### config.mk
export PLATFORM = sky130hd
export DESIGN_NAME = bht_counter_table
export DESIGN_NICKNAME = d
export VERILOG_FILES = /design/src/rtl/bht_counter_table_pkg.sv /design/src/rtl/bht_counter_table.sv
export SDC_FILE = /design/constraint.sdc
export NUM_CORES = 2
export LEC_CHECK = 0
export BUFFER_PORTS_ARGS = -buffer_cell sky130_fd_sc_hd__clkbuf_2
export CORE_ASPECT_RATIO = 0.9
export CORE_MARGIN = 2
export CORE_UTILIZATION = 43
export CTS_CLUSTER_DIAMETER = 200
export CTS_CLUSTER_SIZE = 12
export DETAILED_ROUTE_END_ITERATION = 6
export SYNTH_ARGS = -nofsm -noshare
export SYNTH_HDL_FRONTEND = slang
export SYNTH_SLANG_ARGS = --single-unit
export TNS_END_PERCENT = 10
### constraint.sdc
create_clock -name clk_i -period 166.9 [get_ports clk_i]
set_input_delay 8.345 -clock clk_i [delete_from_list [all_inputs] [get_ports clk_i]]
set_output_delay 8.345 -clock clk_i [all_outputs]
set_load 0.02 [all_outputs]
### src/rtl/bht_counter_table_pkg.sv
// Shared types for the branch history table: table entry, registered update
// record, sweep/ready FSM encoding and the 2-bit saturating counter step.
package bht_counter_table_pkg;

  // Virtual address width used by the update record.
  localparam int unsigned VLEN = 64;

  typedef enum logic {
    ST_SWEEP = 1'b0,
    ST_READY = 1'b1
  } bht_state_e;

  typedef struct packed {
    logic       valid;
    logic [1:0] cnt;
  } bht_entry_t;

  typedef struct packed {
    logic            valid;
    logic [VLEN-1:0] pc;
    logic            taken;
  } bht_update_t;

  // An invalid entry is seeded weakly toward the first outcome. A valid entry
  // moves one step toward the outcome and saturates at 0 and 3.
  function automatic bht_entry_t bht_sat_next(input bht_entry_t entry, input logic taken);
    bht_entry_t next;
    next.valid = 1'b1;
    if (!entry.valid) begin
      next.cnt = taken ? 2'b10 : 2'b01;
    end else if (taken) begin
      next.cnt = (entry.cnt == 2'b11) ? 2'b11 : entry.cnt + 2'b01;
    end else begin
      next.cnt = (entry.cnt == 2'b00) ? 2'b00 : entry.cnt - 2'b01;
    end
    return next;
  endfunction

endpackage

### src/rtl/bht_counter_table.sv
// Branch history table: tagless 2-bit saturating counters indexed by the
// halfword PC. Lookup is combinational; training is a two-stage
// register-then-read-modify-write. After reset or flush the table is cleared
// by a one-entry-per-cycle sweep before it reports ready.
// Optional build macro: BHT_STATS_EN adds accepted-update/mispredict counters.
//
// Update handshake: an update is taken in the cycle where upd_valid_i and
// upd_is_branch_i are high, debug_mode_i and flush_i are low and ready_o is
// high. There is no backpressure; updates offered while not ready are dropped.
module bht_counter_table
  import bht_counter_table_pkg::*;
#(
  parameter int unsigned NR_ENTRIES = 1024,
  parameter int unsigned VLEN       = bht_counter_table_pkg::VLEN
) (
  input  logic            clk_i,
  input  logic            rst_i,
  input  logic            flush_i,
  input  logic            debug_mode_i,
  input  logic [VLEN-1:0] vpc_i,
  output logic            pred_valid_o,
  output logic            pred_taken_o,
  output logic            ready_o,
  input  logic            upd_valid_i,
  input  logic [VLEN-1:0] upd_pc_i,
  input  logic            upd_is_branch_i,
  input  logic            upd_taken_i,
  input  logic            upd_mispredict_i,
`ifdef BHT_STATS_EN
  output logic [31:0]     stat_upd_cnt_o,
  output logic [31:0]     stat_mispred_cnt_o,
`endif
  output bht_state_e      state_o
);

  localparam int unsigned IDX_W = $clog2(NR_ENTRIES);
  localparam logic [IDX_W-1:0] LAST_IDX = IDX_W'(NR_ENTRIES - 1);

  bht_state_e       state_q, state_d;
  logic [IDX_W-1:0] sweep_idx_q, sweep_idx_d;
  logic             sweep_we;
  bht_update_t      upd_q;
  bht_entry_t       table_q [NR_ENTRIES];

  logic             upd_accept;
  logic             upd_we;
  logic [IDX_W-1:0] upd_idx;
  logic [IDX_W-1:0] lookup_idx;
  bht_entry_t       lookup_entry;

  assign ready_o = (state_q == ST_READY);
  assign state_o = state_q;

  assign upd_accept = upd_valid_i & upd_is_branch_i & ~debug_mode_i & ready_o & ~flush_i;
  // A flush or reset in the write cycle discards the pending update.
  assign upd_we     = upd_q.valid & ready_o & ~flush_i & ~rst_i;
  assign upd_idx    = upd_q.pc[IDX_W:1];

  assign lookup_idx   = vpc_i[IDX_W:1];
  assign lookup_entry = table_q[lookup_idx];
  assign pred_valid_o = lookup_entry.valid & ready_o;
  assign pred_taken_o = lookup_entry.cnt[1] & pred_valid_o;

  // Sweep/ready sequencing: walk every index once, flush restarts at zero.
  always_comb begin
    state_d     = state_q;
    sweep_idx_d = sweep_idx_q;
    sweep_we    = 1'b0;
    case (state_q)
      ST_SWEEP: begin
        sweep_we = 1'b1;
        if (flush_i) begin
          sweep_idx_d = '0;
        end else if (sweep_idx_q == LAST_IDX) begin
          sweep_idx_d = '0;
          state_d     = ST_READY;
        end else begin
          sweep_idx_d = sweep_idx_q + 1'b1;
        end
      end
      ST_READY: begin
        if (flush_i) begin
          state_d     = ST_SWEEP;
          sweep_idx_d = '0;
        end
      end
      default: begin
        state_d     = ST_SWEEP;
        sweep_idx_d = '0;
      end
    endcase
  end

  // FSM state, sweep pointer and the registered update record.
  always_ff @(posedge clk_i) begin
    if (rst_i) begin
      state_q     <= ST_SWEEP;
      sweep_idx_q <= '0;
      upd_q       <= '0;
    end else begin
      state_q     <= state_d;
      sweep_idx_q <= sweep_idx_d;
      upd_q.valid <= upd_accept;
      upd_q.pc    <= bht_counter_table_pkg::VLEN'(upd_pc_i);
      upd_q.taken <= upd_taken_i;
    end
  end

  // Counter array: sweep clears, otherwise the registered update is applied.
  always_ff @(posedge clk_i) begin
    if (sweep_we) begin
      table_q[sweep_idx_q] <= '{valid: 1'b0, cnt: 2'b01};
    end else if (upd_we) begin
      table_q[upd_idx] <= bht_sat_next(table_q[upd_idx], upd_q.taken);
    end
  end

`ifdef BHT_STATS_EN
  // Free-running statistics; only reset clears them.
  always_ff @(posedge clk_i) begin
    if (rst_i) begin
      stat_upd_cnt_o     <= '0;
      stat_mispred_cnt_o <= '0;
    end else if (upd_accept) begin
      stat_upd_cnt_o <= stat_upd_cnt_o + 32'd1;
      if (upd_mispredict_i) begin
        stat_mispred_cnt_o <= stat_mispred_cnt_o + 32'd1;
      end
    end
  end

  logic unused_bits;
  assign unused_bits = ^{vpc_i[VLEN-1:IDX_W+1], vpc_i[0],
                         upd_q.pc[bht_counter_table_pkg::VLEN-1:IDX_W+1], upd_q.pc[0]};
`else
  logic unused_bits;
  assign unused_bits = ^{vpc_i[VLEN-1:IDX_W+1], vpc_i[0], upd_mispredict_i,
                         upd_q.pc[bht_counter_table_pkg::VLEN-1:IDX_W+1], upd_q.pc[0]};
`endif

endmodule

==> flow_summary_export.csv <==
group,metric,value,unit
grt,grt_pass1_vias,80100,
clocking,clockBufferDepth,4,
timing,finalCritPeriodShare,0.138,
run_status,outcome,"finished, final reports clean",
clocking,cts_buffers,299,
yosys,yosysTopAreaCell,"edfxtp_1",
flow_run,cap_violations,0,
timing,hold_violations,0,
power_and_ir_drop,vdd_ir_drop_max,0.00794,mV
clocking,htreeDepth,5,
yosys,ys_seq_area_frac,0.662,
timing,rsz0062_at_grt,"no",
clocking,path_clk_slew,0.06,ns
clocking,cts.sinks,3095,
place,globalplace.congestion,0.895,
yosys,syn_inst,7687,
power_and_ir_drop,power_switching,334,uW
floorplanning,fp.dieH,546,um
setup_path,cp-start-kind,"primary input",
hold_path,min_from,"sweep_idx_q[2]",
setup_path,cp.arrival,14.66,ns
setup_path,critical_path_class,"primary input to output pin",
place,hpwl,273000,um
yosys,synth_flop_cell,"edfxtp_1",
yosys,synth-compound-area-share,0.0343,
routing,drc_errors,0,
setup_path,crit_fanout,57,
timing,setup_violations,0,
setup_path,endpoint_kind,"output pin",
finish,syn_to_final_growth,9.10,%
routing,route.vias.total,81200,
power_and_ir_drop,power_density,10.0,nW/um2
power_and_ir_drop,p_clk_frac,0.402,
power_and_ir_drop,p_int,1.19,mW
floorplanning,rows,198,
power_and_ir_drop,seqPwrFrac,0.551,
clocking,clock_insertion_delay_worst_skew,0.90,ns
timing,fin_skew,0.0580,ns
yosys,synth_area_per_cell,18.2,um2
power_and_ir_drop,p_sw_frac,0.219,
finish,seq_area,92700,um2
yosys,synth-xor-area-share,0.000188,
clocking,postCtsSetupBuffers,0,
yosys,synth_fa_ha_area_frac,0.0000893,
yosys,synth_top_family_by_area,"multiplexers",
finish,drive_above_1_share,0.252,
floorplanning,initial_core_util,0.433,
clocking,root_buffer,"clkbuf_16",
grt,grt_overflow,0,
yosys,synth_area,140000,um2
yosys,synth_enable_flop_cells,3072,
setup_path,reg2reg_from,"upd_idx[0]",
place,port_buffers,30,
routing,via_per_inst,6.79,
yosys,synth-seq-cells,3095,
timing,fin_tns_setup,0,ns
yosys,synth_top_cells_by_area,"edfxtp_1, mux4_2, mux2i_1, nor2_1, clkbuf_1",
routing,postRouteAntennaNets,0,
yosys,yosys_warnings,0,
grt,grt_max_degree,272,
timing,worst_pin_slew,1.36,ns
yosys,synth_nets,7824,
timing,whs,0.575,ns
floorplanning,fp.dieArea,330000,um2
power_and_ir_drop,combPwrFrac,0.047,
finish,n_fill_cell,26700,
grt,antenna_found_initial,39,
routing,first_iter_violations,12600,
yosys,synthMuxAreaShare,0.236,
clocking,ctsResizeCount,0,
routing,drt_wl_total,459000,um
timing,period_minus_slack,23.01,ns
finish,multi_input_area,44500,um2
timing,relSlewSlack,0.0932,
grt,grt_usage,0.275,
yosys,async_flop_share,0,
routing,drt-wirelength-per-cell,38.4,um
yosys,synth_cell_types,67,
timing,slew_violations,0,
routing,dr.pass1.iters,6,
timing,fmax,0.0435,GHz
floorplanning,pin_count,140,
clocking,hold_buffers,0,
floorplanning,die_x,606,um
setup_path,crit_required,158.56,ns
finish,fin_nets,7712,
power_and_ir_drop,total_leakage_power,52.7,nW
yosys,yosys.area_share.simple,0.0441,
yosys,yosysTopAreaCellShare,0.658,
grt,grt_first_pass_wirelength,638000,um
floorplanning,fp.coreArea,324000,um2
clocking,cts_tree,"done",
setup_path,setup.worst_path.start,"vpc_i[1]",
hold_path,hold_path.class,"register to register",
-- cell usage in the layout, fill, tap and decap left out, types with 30 or more instances in the layout --
cell type  Yosys  layout
a211oi_1      45      45
a21oi_1      103     103
a221oi_1      89      89
a22oi_1       58      58
buf_4         78     206
clkbuf_1     362      39
clkbuf_16      0     310
edfxtp_1    3072    3072
mux2i_1      460     460
mux4_2      1263    1263
nand2_1      191     157
nand2_4        0      32
nand3_1       40      39
nor2_1      1089    1085
nor2b_1       37      30
nor3_1        69      69
o21ai_0       69      69
o221ai_1      87      86
o22ai_1       67      65
-- path summary, 6_finish.rpt --
check / slack (ns) / to / cells after the start
max reg2reg: 156.31 / table_q[222][1] / 16
min reg2reg: 0.57 / sweep_idx_q[2] / 1
min: 0.57 / sweep_idx_q[2] / 1
max: 143.89 / pred_taken_o / 12
-- registers in the layout, summed over array words and instances (netlist names) --
| register | count |
|---|---|
| upd_idx | 10 |
| ready_o | 1 |
| sweep_idx_q | 10 |
| upd_q | 2 |
| table_q | 3072 |
-- metrics by stage --
stage | instance area, um2 | power [mW] | util | setup slack, ns | std cells
after floorplan | 140000 | 0.902 | - | 39.26 | 7687
after global placement | 145000 | 0.930 | 0.447 | 143.80 | 11600
after detailed placement | 145000 | 0.929 | 0.447 | 143.83 | 11600
after CTS | 153000 | 1.53 | 0.472 | 143.84 | 11900
after global routing | 153000 | 1.56 | 0.472 | 143.67 | 11900
final | 153000 | 1.53 | 0.472 | 143.89 | 12000
-- critical path, cell delays in order --
cell      delay (ns)
buf_8           0.50
buf_4           0.72
buf_4           0.55
buf_4           0.77
mux4_2          0.66
mux4_2          0.57
mux4_2          0.57
mux4_2          0.54
o211ai_1        0.19
o22ai_1         0.36
a21boi_1        0.41
clkbuf_2        0.26
-- power by group through the flow --
stage               combinational (mW)  sequential, mW  clock, mW
finish                          0.0716           0.842      0.615
CTS                             0.0709           0.842      0.621
floorplan                       0.0438           0.858          0
global route                    0.0730           0.842      0.647
global placement                0.0710           0.859          0
detailed placement              0.0708           0.859          0
-- cells by family after synthesis --
family,Yosys count
DFF,3095
muxes,1727
and+or+nand+nor,1517
buffers and inverters,678
AOI/OAI and AO/OA,666
xor gates and xnor gates,3
adders and majority gates,1
-- final cells by class --
cell class / instances / share of cell area
antenna: 17 / 0.000278
clock buffer: 349 / 0.0517
clock inverter: 11 / 0.000851
inverter: 12 / 0.000426
sequential: 3095 / 0.607
tap: 4300 / 0.0352
multi-input combinational: 3914 / 0.291
timing repair buffer: 253 / 0.0137
-- synthesized netlist by cell type, types with 58 or more instances --
| cell | number |
|---|---|
| buf_1 | 75 |
| nand2_1 | 191 |
| mux2i_1 | 460 |
| buf_2 | 108 |
| o22ai_1 | 67 |
| edfxtp_1 | 3072 |
| buf_4 | 78 |
| clkbuf_1 | 362 |
| nor3_1 | 69 |
| o21ai_0 | 69 |
| a221oi_1 | 89 |
| a22oi_1 | 58 |
| a21oi_1 | 103 |
| mux4_2 | 1263 |
| nor2_1 | 1089 |
| o221ai_1 | 87 |
-- metal layers --
layer	GRT usage	wire [um]	up-vias	part of all wire
met5	0	32	-	0.000070
met4	0.122	23100	6	0.050
met3	0.0640	54200	932	0.12
met2	0.416	209000	5498	0.45
met1	0.382	174000	43200	0.38
li1	-	-	31500	-
Note: power is estimated with default switching activity, not from simulation.
